### config.mk
export PLATFORM = sky130hd
export DESIGN_NAME = cm_down_counter_chain
export DESIGN_NICKNAME = d
export VERILOG_FILES = /design/src/rtl/cm_counter_pkg.sv /design/src/rtl/cm_down_slice.sv /design/src/rtl/cm_down_counter_chain.sv
export SDC_FILE = /design/constraint.sdc
export NUM_CORES = 1
export LEC_CHECK = 0
export ABC_AREA = 1
export CAP_MARGIN = 10
export CORE_ASPECT_RATIO = 0.8
export CORE_MARGIN = 2
export CORE_UTILIZATION = 45
export CTS_CLUSTER_SIZE = 10
export DETAILED_ROUTE_END_ITERATION = 8
export GPL_TIMING_DRIVEN = 0
export PLACE_DENSITY = 0.78
export SETUP_SLACK_MARGIN = 0.5
export SLEW_MARGIN = 20
export SYNTH_ARGS = -nofsm -noshare
export SYNTH_HDL_FRONTEND = slang
export SYNTH_SLANG_ARGS = --single-unit
### constraint.sdc
create_clock -name clk -period 1.5 [get_ports clk]
set_input_delay 0.3 -clock clk [delete_from_list [all_inputs] [get_ports clk]]
set_output_delay 0.3 -clock clk [all_outputs]
set_load 0.01 [all_outputs]
### src/rtl/cm_counter_pkg.sv
// Shared types for the down-counter chain.
//   cm_slice_t  : one counter slice at the default slice width
//   SLICE_ONES  : all-ones value of a default-width slice
//   cm_op_e     : per-edge operation chosen once at top level and
//                 broadcast to every slice
package cm_counter_pkg;

    localparam int CM_SLICE_W = 4;

    typedef logic [CM_SLICE_W-1:0] cm_slice_t;

    localparam cm_slice_t SLICE_ONES = '1;

    typedef enum logic [2:0] {
        OP_HOLD   = 3'd0,
        OP_LOAD   = 3'd1,
        OP_DEC    = 3'd2,
        OP_RELOAD = 3'd3,
        OP_WRAP   = 3'd4
    } cm_op_e;

endpackage

### src/rtl/cm_down_slice.sv
// One SLICE_W-bit slice of the down-counter chain.
// Ports:
//   clk, rst    : clock, synchronous active-high reset
//   load        : parallel-load strobe (takes data_slice)
//   op          : operation decided at top level for this edge
//   en_p        : parallel count enable
//   t_in        : borrow-in enable from the lower slice
//   data_slice  : this slice's share of the load / reload value
//   q_slice     : slice value
//   t_out       : borrow-out enable, t_in & (slice == 0)
module cm_down_slice
    import cm_counter_pkg::*;
#(
    parameter int SLICE_W = 4
) (
    input  logic               clk,
    input  logic               rst,
    input  logic               load,
    input  cm_op_e             op,
    input  logic               en_p,
    input  logic               t_in,
    input  logic [SLICE_W-1:0] data_slice,
    output logic [SLICE_W-1:0] q_slice,
    output logic               t_out
);

    logic [SLICE_W-1:0] q_slice_d;
    logic [SLICE_W-1:0] q_slice_q;

    always_comb begin
        q_slice_d = q_slice_q;
        if (load) begin
            q_slice_d = data_slice;
        end else begin
            case (op)
                OP_LOAD:   q_slice_d = data_slice;
                OP_RELOAD: q_slice_d = data_slice;
                OP_WRAP:   q_slice_d = '1;
                OP_DEC: begin
                    // Only slices whose lower neighbours are all zero borrow.
                    if (en_p && t_in) begin
                        q_slice_d = q_slice_q - 1'b1;
                    end
                end
                default:   q_slice_d = q_slice_q;
            endcase
        end
    end

    always_ff @(posedge clk) begin
        if (rst) begin
            q_slice_q <= '0;
        end else begin
            q_slice_q <= q_slice_d;
        end
    end

    assign q_slice = q_slice_q;
    assign t_out   = t_in & (q_slice_q == '0);

endmodule

### src/rtl/cm_down_counter_chain.sv
// Cascadable, presettable down-counter chain built from NUM_SLICES slices.
// Ports:
//   clk, rst    : clock, synchronous active-high reset
//   load        : parallel-load strobe, q <= load_val
//   load_val    : W-bit load value
//   reload_we   : write strobe for the reload register
//   reload_val  : reload register data
//   en_p        : count enable (all slices)
//   en_t        : borrow-in enable into slice 0
//   q           : current count
//   tc          : en_t & (q == 0), combinational, for external cascade
//   zero_pulse  : one-cycle pulse the cycle after each underflow
//   busy        : q != 0
module cm_down_counter_chain
    import cm_counter_pkg::*;
#(
    parameter int SLICE_W     = 4,
    parameter int NUM_SLICES  = 2,
    parameter int AUTO_RELOAD = 1
) (
    input  logic                          clk,
    input  logic                          rst,
    input  logic                          load,
    input  logic [SLICE_W*NUM_SLICES-1:0] load_val,
    input  logic                          reload_we,
    input  logic [SLICE_W*NUM_SLICES-1:0] reload_val,
    input  logic                          en_p,
    input  logic                          en_t,
    output logic [SLICE_W*NUM_SLICES-1:0] q,
    output logic                          tc,
    output logic                          zero_pulse,
    output logic                          busy
);

    localparam int W = SLICE_W * NUM_SLICES;

    logic [W-1:0]        reload_d;
    logic [W-1:0]        reload_q;
    logic                zero_pulse_d;
    logic                zero_pulse_q;
    logic                underflow;
    logic [W-1:0]        data_mux;
    logic [NUM_SLICES:0] t_chain;
    cm_op_e              op;

    // The end of the borrow chain is en_t with every slice at zero,
    // which is exactly the terminal count.
    assign t_chain[0] = en_t;
    assign tc         = t_chain[NUM_SLICES];
    assign underflow  = en_p & tc & ~load;

    always_comb begin
        op = OP_HOLD;
        if (load) begin
            op = OP_LOAD;
        end else if (underflow) begin
            op = (AUTO_RELOAD != 0) ? OP_RELOAD : OP_WRAP;
        end else if (en_p && en_t) begin
            op = OP_DEC;
        end
    end

    // reload_q is the pre-write value, so a same-edge reload_we does not
    // affect an underflow on that edge.
    assign data_mux = load ? load_val : reload_q;

    always_comb begin
        reload_d     = reload_we ? reload_val : reload_q;
        zero_pulse_d = underflow;
    end

    always_ff @(posedge clk) begin
        if (rst) begin
            reload_q     <= '0;
            zero_pulse_q <= 1'b0;
        end else begin
            reload_q     <= reload_d;
            zero_pulse_q <= zero_pulse_d;
        end
    end

    for (genvar k = 0; k < NUM_SLICES; k++) begin : g_slice
        cm_down_slice #(
            .SLICE_W (SLICE_W)
        ) u_slice (
            .clk        (clk),
            .rst        (rst),
            .load       (load),
            .op         (op),
            .en_p       (en_p),
            .t_in       (t_chain[k]),
            .data_slice (data_mux[k*SLICE_W +: SLICE_W]),
            .q_slice    (q[k*SLICE_W +: SLICE_W]),
            .t_out      (t_chain[k+1])
        );
    end

    assign zero_pulse = zero_pulse_q;
    assign busy       = (q != '0);

endmodule

* After elaboration in Yosys (flattened, before gate mapping) *
Cells that the tools add are included.

word-level totals
  flip-flop bits (word level) = 17
  bits in latches = 0
  bits in writable memories = 0
  bits in read-only memories = 0
  word-level logic and storage cells = 36
  memories kept = 0

cells by class
  add/sub/neg operators = 2
  multiply operators = 0
  div/mod/pow operators = 0
  magnitude comparators = 0
  equality and inequality tests = 6
  shift operators = 0
  mux-type cells = 10
  bitwise operators = 5
  reductions and logical operators = 9

operator list
  kind                                                                    number
  4-bit one-hot mux with 3 select lines                                   2
  4-bit 2-to-1 mux                                                        4
  4-bit zero test                                                         2
  8-bit 2-to-1 mux                                                        1
  8-bit nonzero test                                                      1
  4-bit by 1-bit subtractor with 4-bit output (second input constant)     2
  2-bit 2-to-1 mux                                                        3
  1-bit bitwise AND                                                       4
  2-bit equality test (second input constant)                             2
  2-bit AND reduction                                                     2
  4-bit nonzero test                                                      1
  2-bit by 3-bit equality test with 1-bit output (second input constant)  1
  3-bit by 2-bit != test with 1-bit output (second input constant)        1
  3-bit != test (second input constant)                                   1
  2-bit by 1-bit equality test with 1-bit output (second input constant)  1
  1-bit logical AND                                                       2
  2-bit OR reduction                                                      1
  1-bit NOT                                                               1

* Depth between registers and ports, before layout *
Gate-level depths: netlist (run 1).

  word-level depth = 11
  depth in mapped cells = 11

* Cells and area by module *
A second synthesis (run 1) with hierarchy kept.

unflattened totals
  cells, all modules = 202
  area total of the unflattened synthesis = 1149.9 um^2

by module, submodules not included
  module                 instances  cells each  area an instance (um^2)  sequential area each (um^2)
  cm_down_slice          2          60          337.8                    80.1
  cm_down_counter_chain  1          82          474.2                    180.2

* Worst setup path before layout (run 1) *
OpenSTA, ideal clock, no wires.

  path kind = reg2reg
  start = register g_slice[0].u_slice.q_slice_q[0]
  end = register g_slice[1].u_slice.q_slice_q[0]
  library setup time = 109 ps
  arrival time = 1292 ps
  data required time = 1391 ps
  slack = 99 ps
  stages on the path, launching flop included = 11
  buffers on the path = 0
  clock period less this slack = 1401 ps
  path through = dfxtp_1 > inv_1 > ha_1 > nand2_2 > nor2_4 > nand2_4 > nand3_4 > o21ai_1 > nand2_1 > nand2_1 > inv_1

between the ends
  word-level cells in the longest chain between the ends = 11

RTL lines
  element                                                                                       line                         text
  from (decl)                                                                                   cm_down_slice.sv:28          logic [SLICE_W-1:0] q_slice_q;
  from (signal assigned)                                                                        cm_down_slice.sv:54          q_slice_q <= q_slice_d;
  4-bit zero test (*)                                                                           cm_down_slice.sv:59          assign t_out = t_in & (q_slice_q == '0);
  1-bit bitwise AND (*)                                                                         cm_down_slice.sv:59
  1-bit bitwise AND                                                                             cm_down_slice.sv:59
  1-bit bitwise AND (2 in a row)                                                                cm_down_counter_chain.sv:50  assign underflow = en_p & tc & ~load;
  2-bit 2-to-1 mux                                                                              cm_down_counter_chain.sv:56  end else if (underflow) begin
  2-bit 2-to-1 mux                                                                              cm_down_counter_chain.sv:54  if (load) begin
  2-bit by 1-bit equality test with 1-bit output / 2-bit equality test (equally long branches)  cm_down_slice.sv:35          case (op)
  2-bit OR reduction (no line)                                                                  --
  4-bit one-hot mux with 3 select lines / 4-bit nonzero test (equally long branches)            --
  4-bit 2-to-1 mux / 2-bit AND reduction (equally long branches)                                --
  to (signal assigned)                                                                          cm_down_slice.sv:54
  to (decl)                                                                                     cm_down_slice.sv:28

Mark *: on every way between the ends. The rest lies on a longest branch, timed or not.
A chain may end at the register's enable or synchronous reset.

* Final worst setup path (run 1) *
  start = register g_slice[0].u_slice.q_slice_q[0]
  end = output tc

between the ends
  word-level cells in the longest chain between the ends = 3

RTL lines
  element                         line                         text
  4-bit zero test                 cm_down_slice.sv:59
  1-bit bitwise AND (2 in a row)  cm_down_slice.sv:59
  to (decl)                       cm_down_counter_chain.sv:30  output logic tc,

Every way passes these cells.

==> results of run 1 <==
## cells in the final DEF (no fill, tap or decap), types with 2 or more instances in the layout
cell,synthesis,final
o21ai_1,2,2
o21ai_2,1,5
a21oi_2,0,2
buf_6,1,18
buf_4,0,11
nand3_2,1,5
inv_1,19,11
nand4_1,2,2
nor2_1,26,25
nand2_2,3,5
o21ai_0,14,10
mux2i_1,4,4
nand2_1,28,23
dfxtp_1,17,9
nand3_4,1,3
nor2_4,2,3
inv_2,2,8
buf_2,0,3
nand3_1,9,4
ha_1,4,2
dfxtp_4,0,4
dfxtp_2,0,4
a21oi_1,5,3
clkbuf_4,0,4
ha_4,0,2
nand2_4,1,4
clkdlybuf4s50_1,0,19
## flip-flops by register name, indices dropped and copies added (netlist names)
register and flops:
g_slice.u_slice.q_slice 8, reload_q 8, zero_pulse 1
## critical path: stages (launching register included)
cell and delay (ns):
dfxtp_4 0.37, inv_4 0.06, ha_4 0.13, nand2_4 0.04
nor2_4 0.11, nand2_4 0.07, nor2_4 0.09, buf_6 0.10
## what timing repair did
action                                  CTS  global route
endpoints found under the setup margin   28            20
setup buffers                            19             2
gates resized for setup                  83            23
pin swaps                                 8            10
gates cloned                              1             0
## worst min path at each step
stage                 from                       endpoint  slack (ns)
6_report               rst  g_slice[0].u_slice.q_slice[3]        0.44
5_1_grt                rst  g_slice[0].u_slice.q_slice[3]        0.43
4_1_cts                rst  g_slice[0].u_slice.q_slice[2]        0.40
3_5_place_dp   reload_q[2]                    reload_q[2]        0.48
3_3_place_gp   reload_q[7]                    reload_q[7]        0.48
2_1_floorplan          rst  g_slice[0].u_slice.q_slice[2]        0.37
## through the flow
| step | setup slack (ns) | power, mW | util [%] | hold slack [ns] |
|---|---|---|---|---|
| 2_1_floorplan | 0.222 | 0.762 | - | 0.369 |
| 3_3_place_gp | -0.236 | 0.907 | 64.9 | 0.480 |
| 3_5_place_dp | -0.257 | 0.919 | 64.9 | 0.485 |
| 4_1_cts | -0.0646 | 1.29 | 77.7 | 0.399 |
| 5_1_grt | -0.144 | 1.44 | 82.1 | 0.434 |
| 6_report | -0.0723 | 1.36 | 82.1 | 0.435 |
## layout make-up
type	instances	area, sq um
Fill cell	129	385
Tap cell	25	31.3
Clock inverter	1	5.00
Clock buffer	3	22.5
Sequential cell	17	360
Multi-Input combinational cell	108	718
Inverter	21	85.1
Timing Repair Buffer	53	518
Buffer	3	32.5
## power by group through the flow
stage | Combinational (mW) | Clock, mW | Sequential [mW]
floorplan | 0.227 | 0 | 0.534
global placement | 0.380 | 0 | 0.528
detailed placement | 0.389 | 0 | 0.530
CTS | 0.527 | 0.253 | 0.513
global route | 0.643 | 0.278 | 0.519
finish | 0.597 | 0.250 | 0.515
## routing by layer
layer | GRT usage, % | share of wire (%)
met5 | 0 | 0
met1 | 27.6 | 43
met4 | 6.05 | 0.31
met3 | 5.90 | 6.3
met2 | 42.5 | 51
## logic make-up (layout without fill, tap and decap cells)
kind of cell | after synthesis | after routing | synth area share, %
adder cells (fa/ha/maj) | 4 | 4 | 4.90
AND/OR/NAND/NOR | 74 | 75 | 33.8
multiplexers | 4 | 4 | 3.92
buffers and inverters | 24 | 81 | 10.5
XOR/XNOR | 2 | 2 | 1.71
AO/OA/AOI/OAI | 23 | 23 | 11.9
flip-flops | 17 | 17 | 33.3
==> metrics, run 1 <==
CTS Buffer Depth 2; top_reg_cell synth dfxtp_1; CTS Hold Bufs 0; clock network fraction of total power 18.3%; Final min period 1.57 ns; initial antenna violation count 0; TritonCTS clock tree built; RSZ-0062 raised after global routing true; worst slew pin tran 0.317 ns; Post-synth top cells nand2_1, nor2_1, inv_1; post-synth top area share approximately a third; status finished, violations left; PwrDens 768 mW/mm^2; hold depth 2; Post-Syn Area 0.00102 sq mm; startpoint types flip-flop; register area share after synthesis approximately 33%; RR Endpoint g_slice[1].u_slice.q_slice[1]; VDD IR max around 0.69 mV; GPL Wtd Cong 0.797; Post-Syn Instances 148; Net Sw Power approximately 0.47 mW; library cells used by synthesis 25; max-capacitance violation count 0; vias 1172; num ports 33; Die Ht 46.6 um; setup TNS -0.136 ns; Required @ worst endpoint ~1.2 ns; Synth area leader dfxtp_1; Mapped Avg Cell Area 6.91 sq um; critical path arrival 1.27 ns; Worst-path clk slew 0.10 ns; nets@finish 233; leakage between 0.8 and 0.9 nW; Clock Tree Root clkbuf_4; Inst Count DP between 200 and 250; total core area 0.00216 sq mm; pin count of the biggest net entering global routing 11; DR iter-0 viols 46; sw frac 34.4%; layout cell share with drive strength beyond 1 42.2%; initial core utilization between 40% and 50%; vias in the first global route 1060; Final WS setup -0.0723 ns; Final Hold Vio Count 0; clk_lat worst skew 0.29 ns; final instance area ~0.0018 sq mm; Area contributors post-synth dfxtp_1, nand2_1, nor2_1; Initial DRT Pass Iterations 4; combinational fraction of design power 43.8%; Final ANT Viol Nets 0; Synth Net Count 174; Post-synth ARST share 0%; #FFs+latches synth 17; Clock Skews 0.000828 ns; Die ar. 0.00267 sq mm; Hold WC Path Type primary input to flip-flop; # clock sinks 17; post-DR wirelength/cell 14.0 um; CTS Buf Count 3; Avg Vias per Cell just over 5; max_slew headroom slightly below 80%; R2R depth 13; # port buffers 32; antenna cell count 0; layout overhead on the synthesized area 73.4%; Placed Area 0.00140 sq mm; period utilization 105%; Worst setup EP type output port; Syn. warnings 0; count leader, synth nand2_1; failing checks negative setup slack; Post-synth EDFFs 0; end of the critical path tc; Total GRT Usage 23.2%; total gr overflow 0; max-slew violation count 0; crit path kind flip-flop to output port; FF-to-FF Start g_slice[0].u_slice.q_slice[0]; WL final 3250 um; die width 57.3 um; P_int 0.893 mW; drt drc 0; first-pass GRT wire length 4640 um; Peak Freq between 0.6 and 0.7 GHz; Setup crit start g_slice[0].u_slice.q_slice[0]; std cell rows 15; CP max FO 3; post-DP HPWL roughly 1800 um; sequential share of power between 30% and 40%; non-filler cells, final between 200 and 250; flop-to-flop setup slack -0.03 ns; htree depth 1; final setup vio count 4
(Power assumes the default switching activity.)
==> inputs of run 2 (changes only) <==
==> constraint.sdc (replaced) <==
create_clock -name clk -period 1.5 [get_ports clk]
set_input_delay 0.3 -clock clk [delete_from_list [all_inputs] [get_ports clk]]
set_output_delay 0.3 -clock clk [all_outputs]
set_load 0.1 [all_outputs]
==> run 2 against run 1 <==
The flow still finishes with violations (negative setup slack). Worst hold slack worse by 0.019 ns. Combinational power up 39%. Clock power up 7%. Global-route usage down 1.4 points. Clock-buffer cell count unchanged. Maximum frequency down 11%. Flip-flop and latch count unchanged. Sequential power up 2%. Critical path type unchanged. Largest cell class unchanged.
==> metrics, run 2 (synthesized netlist as in run 1, its figures left out) <==
crit path kind flip-flop to output port; Top delay family on crit path simple AND/OR/NAND/NOR gates; final setup vio count 7 (+3); Final WS setup -0.276 ns (-0.204 ns); CP Cell Sequence inv_4 > ha_4 > nand2_4 > nor2_4 > nand2_8 > nor2_4 > buf_12; pin count of the biggest net entering global routing 11 (unchanged); clk_lat worst skew 0.31 ns (+0.02 ns); Worst setup EP type output port; DR iter-0 viols 80 (+74%); CP peak stage delay 0.38 ns (about the same); end-of-flow core utilization 84.8% (+2.6 points); CP Depth 7 (unchanged); CTS Buffer Depth 2 (unchanged); Hold WC Path Type primary input to flip-flop; antenna cell count 0 (unchanged); CTS Buf Count 3 (unchanged); num ports 33 (unchanged); flop-to-flop setup slack -0.07 ns (-0.04 ns); Clock Skews 0.0142 ns (+0.0133 ns); status finished, violations left; startpoint types flip-flop; critical path arrival 1.48 ns (+0.21 ns); max_slew headroom 79.9% (+1.0 points); R2R depth 11 (-2); Setup crit start g_slice[0].u_slice.q_slice[1]; Worst-path clk slew 0.12 ns (+0.02 ns); # port buffers 32 (unchanged); Required @ worst endpoint 1.20 ns (about the same); CTS Hold Bufs 0 (unchanged); GPL Wtd Cong 0.801 (+0.44%); layout cell share with drive strength beyond 1 40.1% (-2.1 points); drt drc 0 (unchanged); RSZ-0062 raised after global routing true; layout overhead on the synthesized area 78.9%; Initial DRT Pass Iterations 4 (unchanged); CP max FO 3 (unchanged); Pwr Total 1.62 mW (+19%); PwrDens 887 mW/mm^2 (+15%); nets@finish 229 (-1.7%); post-DP HPWL 1850 um (+2.0%); vias in the first global route 995 (-6.1%); vias 1263 (+7.8%); max-capacitance violation count 0 (unchanged); TritonCTS clock tree built; post-DR wirelength/cell 16.8 um (+20%); htree depth 1 (unchanged); Final min period 1.78 ns (+0.204 ns); FF-to-FF Start g_slice[0].u_slice.q_slice[1]; Die Ht 46.6 um (unchanged); period utilization 118% (+14 points); initial antenna violation count 0 (unchanged); CP bufs+invs 2 (unchanged); Clock Tree Root clkbuf_4; # clock sinks 17 (unchanged); Layout fillers 115 (-11%); total gr overflow 0 (unchanged); Avg Vias per Cell 5.56 (+9.7%); Die ar. 0.00267 sq mm (unchanged); total core area 0.00216 sq mm (unchanged); first-pass GRT wire length 4370 um (-5.9%); RR Endpoint g_slice[1].u_slice.q_slice[2]; most numerous cell on the critical path nor2_4; most frequent cells in the layout nand2_1, nor2_1, clkdlybuf4s50_1, inv_1, buf_4; WL final 3820 um (+18%); die width 57.3 um (unchanged); Final ANT Viol Nets 0 (unchanged); Total GRT Usage 21.9% (-1.4 points); worst slew pin tran 0.301 ns (-0.0154 ns); commonest non-fill, non-tap cell in the layout nand2_1; CP max-delay cell dfxtp_4; end of the critical path tc; VDD IR max 0.797 mV (+15%); max-slew violation count 0 (unchanged); leakage 0.825 nW (-1.5%); initial core utilization 47.4% (unchanged); std cell rows 15 (unchanged); failing checks negative setup slack; Peak Freq 0.563 GHz (-11%); Final Hold Vio Count 0 (unchanged)
-- run 2: through the flow --
stage	cells	hold WS (ns)	TNS [ns]	cell area, sq um	setup slack (ns)
global placement	205	0.478	-5.51	1440	-0.885
global route	227	0.429	-0.910	1830	-0.302
detailed placement	205	0.484	-5.57	1440	-0.910
floorplan	148	0.359	-1.06	1080	-0.421
finish	227	0.417	-0.722	1830	-0.276
CTS	220	0.391	-0.365	1680	-0.204
-- run 2: timing repair --
action                     in CTS  in global routing
setup endpoints to repair      28                 20
pin swaps                       5                 10
setup buffers                  10                  7
cloned                          1                  0
gates resized for setup       106                 26
-- run 2: cell type report --
class	count	area, sq um	share of cell area [%]
clock buffers	3	22.5	1.23
inverters	21	92.6	5.06
flip-flops and latches	17	372	20.3
well taps	25	31.3	1.71
clock inverters	1	5.00	0.274
plain buffers	3	30.0	1.64
multi-input cells	108	719	39.3
repair buffers	49	557	30.4
-- run 2: worst reg2reg max path: cells and delay by family (launching register included) --
kind / cells / cell delay, ns
AND/OR/NAND/NOR: 6 / 0.60
adder cells (fa/ha/maj): 1 / 0.15
flip-flops: 1 / 0.38
buffers and inverters: 4 / 0.39
-- run 2: worst min-delay path by stage --
| stage | startpoint | endpoint | depth (start not counted) |
|---|---|---|---|
| 2_1_floorplan | rst | g_slice[0].u_slice.q_slice[3] | 1 |
| 3_3_place_gp | reload_q[7] | reload_q[7] | 2 |
| 3_5_place_dp | reload_q[7] | reload_q[7] | 2 |
| 4_1_cts | rst | g_slice[0].u_slice.q_slice[3] | 2 |
| 5_1_grt | rst | g_slice[0].u_slice.q_slice[2] | 2 |
| 6_report | rst | g_slice[0].u_slice.q_slice[2] | 2 |
-- run 2: per-layer routing --
layer / global-route usage (%) / vias to the layer above / part of all wire [%]
met5: 0 / - / 0
li1: - / 580 / -
met4: 8.37 / 0 / 2.1
met2: 38.9 / 89 / 52
met1: 25.1 / 580 / 39
met3: 6.74 / 14 / 6.9
-- run 2: power breakdown --
part,switching (mW),internal [mW]
Sequential,0.0367,0.487
Combinational,0.496,0.334
Clock,0.169,0.0998
Total,0.702,0.921
